--- src/rtl/mem_channel_arbiter.sv ---
// Round-robin arbiter that multiplexes consumer read/write request streams onto memory channels.
// Each channel holds its granted request until memory answers, then relays the response back.
module mem_channel_arbiter #(
    parameter int ADDR_BITS     = 8,
    parameter int DATA_BITS     = 16,
    parameter int NUM_CONSUMERS = 4,
    parameter int NUM_CHANNELS  = 1,
    parameter int WRITE_ENABLE  = 1
) (
    input  logic                               clk,
    input  logic                               reset,
    input  logic [NUM_CONSUMERS-1:0]           consumer_read_valid,
    input  logic [NUM_CONSUMERS*ADDR_BITS-1:0] consumer_read_address,
    output logic [NUM_CONSUMERS-1:0]           consumer_read_ready,
    output logic [NUM_CONSUMERS*DATA_BITS-1:0] consumer_read_data,
    input  logic [NUM_CONSUMERS-1:0]           consumer_write_valid,
    input  logic [NUM_CONSUMERS*ADDR_BITS-1:0] consumer_write_address,
    input  logic [NUM_CONSUMERS*DATA_BITS-1:0] consumer_write_data,
    output logic [NUM_CONSUMERS-1:0]           consumer_write_ready,
    output logic [NUM_CHANNELS-1:0]            mem_read_valid,
    output logic [NUM_CHANNELS*ADDR_BITS-1:0]  mem_read_address,
    input  logic [NUM_CHANNELS-1:0]            mem_read_ready,
    input  logic [NUM_CHANNELS*DATA_BITS-1:0]  mem_read_data,
    output logic [NUM_CHANNELS-1:0]            mem_write_valid,
    output logic [NUM_CHANNELS*ADDR_BITS-1:0]  mem_write_address,
    output logic [NUM_CHANNELS*DATA_BITS-1:0]  mem_write_data,
    input  logic [NUM_CHANNELS-1:0]            mem_write_ready
);

    // state      | meaning
    // IDLE       | channel free, may take a grant this cycle
    // READ_WAIT  | read request presented, waiting for mem_read_ready
    // WRITE_WAIT | write request presented, waiting for mem_write_ready
    // RELAY      | response held to the consumer until it drops its valid
    typedef enum logic [1:0] {IDLE, READ_WAIT, WRITE_WAIT, RELAY} state_t;

    localparam int              OW     = (NUM_CONSUMERS > 1) ? $clog2(NUM_CONSUMERS) : 1;
    localparam logic [OW:0]     NC     = (OW+1)'(NUM_CONSUMERS);
    localparam logic [OW-1:0]   LAST_C = OW'(NUM_CONSUMERS - 1);

    state_t                   state_q    [NUM_CHANNELS];
    state_t                   state_d    [NUM_CHANNELS];
    logic [OW-1:0]            owner_q    [NUM_CHANNELS];
    logic                     relay_wr_q [NUM_CHANNELS];
    logic [NUM_CONSUMERS-1:0] busy_q;
    logic [OW-1:0]            ptr_q;
    logic [OW-1:0]            ptr_d;

    logic [NUM_CONSUMERS-1:0] wr_req;
    logic [NUM_CONSUMERS-1:0] eligible;
    logic [NUM_CHANNELS-1:0]  grant;
    logic [OW-1:0]            grant_idx  [NUM_CHANNELS];
    logic                     grant_wr   [NUM_CHANNELS];
    logic [NUM_CONSUMERS-1:0] arb_taken;
    logic [OW:0]              arb_idx;
    logic                     arb_found;
    logic [OW-1:0]            arb_last;
    logic                     any_grant;

    assign wr_req   = (WRITE_ENABLE != 0) ? consumer_write_valid : '0;
    assign eligible = (consumer_read_valid | wr_req) & ~busy_q;

    // Channels allocate in ascending order; each scans upward from the pointer with wrap.
    always_comb begin
        arb_taken = '0;
        arb_idx   = '0;
        arb_found = 1'b0;
        arb_last  = ptr_q;
        any_grant = 1'b0;
        for (int ch = 0; ch < NUM_CHANNELS; ch++) begin
            grant[ch]     = 1'b0;
            grant_idx[ch] = '0;
            grant_wr[ch]  = 1'b0;
            arb_found     = 1'b0;
            if (state_q[ch] == IDLE) begin
                for (int k = 0; k < NUM_CONSUMERS; k++) begin
                    arb_idx = {1'b0, ptr_q} + (OW+1)'(k);
                    if (arb_idx >= NC) begin
                        arb_idx = arb_idx - NC;
                    end
                    if (!arb_found && eligible[arb_idx[OW-1:0]] && !arb_taken[arb_idx[OW-1:0]]) begin
                        arb_found                    = 1'b1;
                        grant[ch]                    = 1'b1;
                        grant_idx[ch]                = arb_idx[OW-1:0];
                        grant_wr[ch]                 = !consumer_read_valid[arb_idx[OW-1:0]];
                        arb_taken[arb_idx[OW-1:0]]   = 1'b1;
                        arb_last                     = arb_idx[OW-1:0];
                        any_grant                    = 1'b1;
                    end
                end
            end
        end
        ptr_d = ptr_q;
        if (any_grant) begin
            ptr_d = (arb_last == LAST_C) ? '0 : arb_last + 1'b1;
        end
    end

    always_comb begin
        for (int ch = 0; ch < NUM_CHANNELS; ch++) begin
            state_d[ch] = state_q[ch];
            case (state_q[ch])
                IDLE:       if (grant[ch]) state_d[ch] = grant_wr[ch] ? WRITE_WAIT : READ_WAIT;
                READ_WAIT:  if (mem_read_ready[ch]) state_d[ch] = RELAY;
                WRITE_WAIT: if (mem_write_ready[ch]) state_d[ch] = RELAY;
                RELAY: begin
                    if (relay_wr_q[ch] ? !consumer_write_valid[owner_q[ch]]
                                       : !consumer_read_valid[owner_q[ch]]) begin
                        state_d[ch] = IDLE;
                    end
                end
                default:    state_d[ch] = IDLE;
            endcase
        end
    end

    always_ff @(posedge clk or negedge reset) begin
        if (!reset) begin
            for (int ch = 0; ch < NUM_CHANNELS; ch++) begin
                state_q[ch] <= IDLE;
            end
        end else begin
            for (int ch = 0; ch < NUM_CHANNELS; ch++) begin
                state_q[ch] <= state_d[ch];
            end
        end
    end

    always_ff @(posedge clk or negedge reset) begin
        if (!reset) begin
            busy_q               <= '0;
            ptr_q                <= '0;
            consumer_read_ready  <= '0;
            consumer_read_data   <= '0;
            consumer_write_ready <= '0;
            mem_read_valid       <= '0;
            mem_read_address     <= '0;
            mem_write_valid      <= '0;
            mem_write_address    <= '0;
            mem_write_data       <= '0;
            for (int ch = 0; ch < NUM_CHANNELS; ch++) begin
                owner_q[ch]    <= '0;
                relay_wr_q[ch] <= 1'b0;
            end
        end else begin
            ptr_q <= ptr_d;
            for (int ch = 0; ch < NUM_CHANNELS; ch++) begin
                case (state_q[ch])
                    IDLE: begin
                        if (grant[ch]) begin
                            owner_q[ch]              <= grant_idx[ch];
                            relay_wr_q[ch]           <= grant_wr[ch];
                            busy_q[grant_idx[ch]]    <= 1'b1;
                            if (grant_wr[ch]) begin
                                if (WRITE_ENABLE != 0) begin
                                    mem_write_valid[ch] <= 1'b1;
                                    mem_write_address[ch*ADDR_BITS +: ADDR_BITS] <=
                                        consumer_write_address[int'(grant_idx[ch])*ADDR_BITS +: ADDR_BITS];
                                    mem_write_data[ch*DATA_BITS +: DATA_BITS] <=
                                        consumer_write_data[int'(grant_idx[ch])*DATA_BITS +: DATA_BITS];
                                end
                            end else begin
                                mem_read_valid[ch] <= 1'b1;
                                mem_read_address[ch*ADDR_BITS +: ADDR_BITS] <=
                                    consumer_read_address[int'(grant_idx[ch])*ADDR_BITS +: ADDR_BITS];
                            end
                        end
                    end
                    READ_WAIT: begin
                        if (mem_read_ready[ch]) begin
                            consumer_read_data[int'(owner_q[ch])*DATA_BITS +: DATA_BITS] <=
                                mem_read_data[ch*DATA_BITS +: DATA_BITS];
                            consumer_read_ready[owner_q[ch]] <= 1'b1;
                            mem_read_valid[ch]               <= 1'b0;
                        end
                    end
                    WRITE_WAIT: begin
                        if (mem_write_ready[ch] && (WRITE_ENABLE != 0)) begin
                            consumer_write_ready[owner_q[ch]] <= 1'b1;
                            mem_write_valid[ch]               <= 1'b0;
                        end
                    end
                    RELAY: begin
                        if (state_d[ch] == IDLE) begin
                            consumer_read_ready[owner_q[ch]]  <= 1'b0;
                            consumer_write_ready[owner_q[ch]] <= 1'b0;
                            busy_q[owner_q[ch]]               <= 1'b0;
                        end
                    end
                    default: ;
                endcase
            end
        end
    end

endmodule

--- config.mk ---
export PLATFORM = sky130hd
export DESIGN_NAME = mem_channel_arbiter
export DESIGN_NICKNAME = d
export VERILOG_FILES = /design/src/rtl/mem_channel_arbiter.sv
export SDC_FILE = /design/constraint.sdc
export NUM_CORES = 1
export LEC_CHECK = 0
export ABC_AREA = 1
export CORE_ASPECT_RATIO = 0.9
export CORE_MARGIN = 2
export CORE_UTILIZATION = 50
export CTS_BUF_LIST = sky130_fd_sc_hd__clkbuf_8
export CTS_CLUSTER_DIAMETER = 150
export DETAILED_ROUTE_END_ITERATION = 7
export MAX_ROUTING_LAYER = met4
export PLACE_DENSITY_LB_ADDON = 0.12
export SLEW_MARGIN = 10
export SYNTH_ARGS = -nofsm -noshare
export SYNTH_HDL_FRONTEND = slang
export SYNTH_SLANG_ARGS = --single-unit
export TNS_END_PERCENT = 100
--- constraint.sdc ---
create_clock -name clk -period 3.7 [get_ports clk]
set_clock_uncertainty 0.15 [all_clocks]
set_input_delay 0.555 -clock clk [delete_from_list [all_inputs] [get_ports clk]]
set_output_delay 0.555 -clock clk [all_outputs]
set_load 0.05 [all_outputs]
After elaboration in Yosys (flattened, before gate mapping)
Cells that the tools add are included.
{ "totals": {"latch_bits": 0, "word_cells": 209, "ff_bits": 117, "rom_bits": 0, "memories": 0, "input_bits": 156, "ram_bits": 0, "out_inout_bits": 106} }
{ "classes": {"n_mux": 103, "addsub": 9, "div": 0, "bitwise": 13, "n_lt_le_gt_ge": 15, "shift": 5, "eq_ne": 10, "mul": 0, "reduce_logical": 41} }
{ "op_table": {"columns": ["cell", "n"], "rows": [
  ["$bwmux 64", 1],
  ["$shift 16x33->64 const A", 1],
  ["$shiftx 16x33->64", 1],
  ["$shiftx 32x6->8", 2],
  ["$shiftx 64x7->16", 1],
  ["$mux 2", 24],
  ["$mux 4", 12],
  ["$mux 1", 41],
  ["$neg 6->33", 1],
  ["$bmux 1 s2", 14],
  ["$or 4x4->4", 6],
  ["$pmux 4 s2", 3],
  ["$lt 2x3->1 const B", 6],
  ["$and 4x4->4", 4],
  ["$reduce_and 3->1", 5],
  ["$logic_not 1->1", 13],
  ["$logic_and 1x1->1", 12],
  ["$ne 2x2->1 const B", 6],
  ["$demux 1 s2", 5],
  ["$ge 2x1->1 const B", 5],
  ["$reduce_bool 2->1", 5],
  ["$ge 3x3->1 const B", 3],
  ["$not 4->4", 2],
  ["$pmux 2 s4", 1],
  ["12 further kinds", 22]
]} }

Logic depth before layout (Yosys ltp)
{ "logic_depth": {"depth_word": 34, "ltp_mapped": 20, "mapped_depth_nobuf": 19} }

Worst setup path before layout
No wires, ideal clock.
{ "synth_timing": {"path_type": "register to register", "from": "register owner_q[0] in the netlist's numbering", "to": "register consumer_read_data[10]", "t_required_ps": 3483, "t_arrival_ps": 2308, "path_buffers": 3, "path_stages_with_launch": 10, "synth_period_minus_slack_ps": 2525, "slack_ps": 1175, "setup_time_ps": 67, "cell_sequence": "dfrtp_1 inv_1 buf_1 ha_1 clkbuf_1 inv_1 nor3_1 clkbuf_1 nand3_1 nand2_1"} }
{ "synth_between": {"elab_chain_cells": 3, "elab_cells_between_ends": 4, "cone_classes": "add/sub (1); shift (2); mux (1)"} }
{ "synth_rtl": {"columns": ["item", "line", "text"], "rows": [
  ["start: declaration", "43", "logic [OW-1:0] owner_q [NUM_CHANNELS];"],
  ["start signal: indexed assignment", "151", "owner_q[ch] <= grant_idx[ch];"],
  ["$neg 6->33 (*)", "172", "mem_read_data[ch*DATA_BITS +: DATA_BITS];"],
  ["$shiftx 16x33->64 / $shift 16x33->64 (equally long branches)", "171", "consumer_read_data[int'(owner_q[ch])*DATA_BITS +: DATA_BITS] <="],
  ["$bwmux 64 (*)", "171", null],
  ["end signal: indexed assignment", "171", null],
  ["end: declaration", "15", "output logic [NUM_CONSUMERS*DATA_BITS-1:0] consumer_read_data,"]
]} }
Every way passes the cells marked *; elsewhere a longest branch is shown, timed or not.
A chain may end at the register's enable or synchronous reset.

Worst setup path in the final report
{ "layout_timing": {"from": "register ptr_q[1]", "to": "register mem_write_address[5]"} }
{ "layout_between": {"elab_chain_cells": 28, "elab_cells_between_ends": 106, "cone_classes": "add/sub (7); order compare (10); shift (1); mux (64); bitwise (2); reduce/logical (22)"} }
{ "layout_rtl": {"columns": ["item", "line", "text"], "rows": [
  ["start: declaration", "46", "logic [OW-1:0] ptr_q;"],
  ["start signal: assignment", "146", "ptr_q <= ptr_d;"],
  ["$ge 2x3->1 / $sub 2x1->2 (equally long branches)", "78, 79", null],
  ["$mux 2", "78", "if (arb_idx >= NC) begin"],
  ["$mux 2", "75", "if (state_q[ch] == IDLE) begin"],
  ["$lt 2x3->1 (not written as such), or another cell as far along", "86", "arb_taken[arb_idx[OW-1:0]] = 1'b1;"],
  ["$logic_and 1x1->1 (not written as such) / $mux 1 (equally long branches)", "86, 81", null],
  ["$mux 1 (not written as such) / $logic_not 1->1 (equally long branches)", "86, 81", null],
  ["$demux 1 s2 / $logic_and 1x1->1 (equally long branches)", "86, 81", null],
  ["$mux 4", "81", "if (!arb_found && eligible[arb_idx[OW-1:0]] && !arb_taken[arb_idx[OW-1:0]]) begin"],
  ["(+12 left out)", null, null],
  ["$mux 4", "75", null],
  ["$bmux 1 s2", "81", null],
  ["$mux 1 (not written as such)", "81", null],
  ["$logic_not 1->1", "81", null],
  ["$logic_and 1x1->1", "81", null],
  ["$mux 2 / $mux 1 (equally long branches)", "81", null],
  ["$mux 2 / $mux 1 (equally long branches)", "75", null],
  ["$shiftx 32x6->8 / $reduce_and 3->1 (equally long branches)", null, null],
  ["end signal: indexed assignment", "157", "mem_write_address[ch*ADDR_BITS +: ADDR_BITS] <="],
  ["end: declaration", "25", "output logic [NUM_CHANNELS*ADDR_BITS-1:0] mem_write_address,"]
]} }
Several ways; a longest one is shown, not always the timed one. The select of a mux whose other input is x is not followed.

==> metrics.yaml <==
cts:
  ctsLongestPathBuffers: 2
  ctsRootBufferMaster: "clkbuf_8"
  h-tree-depth: 4
  cts.clk_slew.worst_paths_ns: 0.07
  numCtsBuffers: 17
  insertion_delay_ns: 0.44
  post_cts_buffers: 0
  cts.sinks: 117
  cts_resized: 0
  cts_tree: "yes"
  ctsHoldBuffers: 0
detailed_routing:
  ant_nets: 0
  wl_um: 22500
  vias: 7612
  viasPerCell: 5.44
  drt_iter0_markers: 767
  drc: 0
  drt-pass1-iter-count: 5
  wl_per_cell_um: 16.1
synthesis:
  synthMuxAreaShare_pct: 0
  yosys.area_share.adder_pct: 1.63
  ys.flop_type: "dfrtp_1"
  netlist_instances: 982
  synthXorXnorAreaFrac_pct: 0
  async_reset_ff_share_pct: 100
  ys_ff_latch: 117
  syn-cell-area_sq_um: 6900
  seq_area_frac_synth_pct: 42.4
  synth.distinct_cells: 29
  synth_simple_gate_area_share_pct: 40.9
  synth_area_per_cell_sq_um: 7.03
  synth_top_family_by_area: "simple AND/OR/NAND/NOR gates"
  synth-compound-area-share_pct: 7.96
  synth_edf_count: 0
  yosysWarnings: 0
  synthesis.nets: 1147
power:
  p_per_area_nw_per_um2: 1070
  p_sw_uw: 5950
  peakVddDrop_v: 0.000609
  leakagePower_uw: 0.00506
  sw_frac_of_total_pct: 55.8
  finalPower_uw: 10700
  p_clk_share_pct: 10.8
  p_int_uw: 4710
  p_seq_share_pct: 20.7
  p_comb_share_pct: 68.5
setup_path:
  crit_fanout: 43
  cp-start-kind: "register"
  arrival_ns: 3.23
  crit_path_end_kind: "register"
  critPathRequiredTime_ns: 3.92
  path_class: "register to register"
floorplan:
  num_io_pins: 262
  die-area_sq_um: 14800
  start_util_pct: 51.4
  num_rows: 40
  die_height_um: 115
  core-area_sq_um: 13400
  die_w_um: 128
timing:
  tns_ns: 0
  slew_headroom_pct: 42.1
  max_slew.worst_pin.slew_ns: 0.869
  fmax_mhz: 332
  final_hold_viol_count: 0
  rsz0062_at_grt: "no"
  slew_violations: 0
  setup_viol: 0
  fin_crit_ns: 3.01
  period_share_pct: 81.3
  hold-worst-slack_ns: 0.0605
layout:
  area.growth.synth_to_final_pct: 44.8
  diodes: 0
  final_common_cell: "nand2_1"
  instances_no_fill: 1399
  layout.nets: 1386
  fillers: 1077
  drive_above_1_share_pct: 6.17
  most-common-layout-cells: "nand2_1, clkdlybuf4s50_1, dfrtp_1"
  final_util_pct: 74.5
placed_design:
  place.gp.congestion: 0.913
  io_buffers: 261
  dp.cells: 1370
  dp_hpwl_um: 16100
status:
  status: "finished clean"
global_route:
  grt_max_degree: 66
  grt_antenna_before_repair: 0
  grt_pass1_vias: 7030
  grt_overflow: 0
  track_usage_pct: 31.5
  grt_pass1_wl_um: 35600
job:
  maxCapViolations: 0
hold_path:
  hold_path_class: "input pin to asynchronous set/reset pin"
[sequential cells by signal, indices dropped and copies added (netlist names), named ones only]
name	flops
consumer_read_data	64
mem_write_data	16
mem_read_address	8
mem_write_address	8
busy_q	4
owner_q	2
ptr_q	2
state_q	2
mem_read_valid	1
mem_write_valid	1
relay_wr_q	1
[critical path, stage by stage (launching register included)]
cell,delay (ns)
dfrtp_1,0.47
inv_1,0.17
ha_1,0.34
inv_1,0.22
nand3_1,0.11
nand2_1,0.14
inv_2,0.09
nor2_8,0.14
nand3_4,0.11
nand2_2,0.10
buf_4,0.39
nand4_1,0.15
nand2_1,0.10
nand2_1,0.05
nand2_1,0.08
nand2_1,0.05
nand2_1,0.08
[power groups by stage]
stage | Sequential (uW) | Clock [uW] | Combinational [uW]
2_1_floorplan | 3890 | 0 | 3420
3_3_place_gp | 2200 | 0 | 7200
3_5_place_dp | 2210 | 0 | 7260
4_1_cts | 2200 | 1170 | 7280
5_1_grt | 2270 | 1230 | 7930
6_report | 2210 | 1150 | 7290
[through the flow]
step	instance area [sq um]	setup slack, ns
floorplan	6900	1.17
global placement	9610	0.630
detailed placement	9610	0.640
CTS	9990	0.720
global route	9990	0.326
finish	9990	0.691
[per-layer routing]
layer	global-route usage [%]	up-vias	part of all wire (%)
met5	-	-	0
met4	10.9	0	2.4
met3	7.48	46	8.3
met2	49.4	377	47
met1	40.4	3484	42
li1	-	3705	-
[cells by family (layout without fill, tap and decap cells)]
logic type,count (synthesis),after routing
adder cells (fa/ha/maj),9,9
AO/OA/AOI/OAI,101,101
flip-flops,117,117
AND/OR/NAND/NOR,649,649
buffers and inverters,106,355
[area by class of cell]
cell class	instances	area [sq um]	share of cell area (%)
clock buffers	17	234	2.34
clock inverters	12	144	1.44
inverters	44	168	1.68
multi-input cells	759	3500	35.0
flip-flops and latches	117	2930	29.3
well taps	168	210	2.10
repair buffers	282	2810	28.1
[worst paths after layout]
path	from	endpoint	slack, ns	cells after the start
worst max-delay path	ptr_q[1]$_DFFE_PN0N_	mem_write_address[5]$_DFFE_PN0P_	0.69	16
worst min-delay path	reset	mem_read_address[5]$_DFFE_PN0P_	0.06	1
worst max register to register	ptr_q[1]$_DFFE_PN0N_	mem_write_address[5]$_DFFE_PN0P_	0.69	16
worst min register to register	register	register	0.32	2
max in group asynchronous	reset	consumer_read_data[23]$_DFFE_PN0P_	2.55	2
min in group clk	register	register	0.32	2
[Yosys cell counts, types with 3 or more instances]
| library cell | instances | area share [%] |
|---|---|---|
| nand3_1 | 62 | 4.5 |
| inv_2 | 8 | 0.44 |
| nand4_1 | 85 | 7.7 |
| nor2_1 | 15 | 0.82 |
| a21oi_1 | 6 | 0.44 |
| o21ai_0 | 78 | 5.7 |
| nand3_2 | 3 | 0.44 |
| ha_1 | 9 | 1.6 |
| o21a_1 | 16 | 1.7 |
| buf_2 | 20 | 1.5 |
| nand2_1 | 467 | 25 |
| dfrtp_1 | 117 | 42 |
| buf_4 | 10 | 1.1 |
| buf_6 | 3 | 0.49 |
| nand2_2 | 9 | 0.82 |
| inv_1 | 34 | 1.8 |
| clkbuf_1 | 28 | 1.5 |
Power figures use the tool's default switching activity.
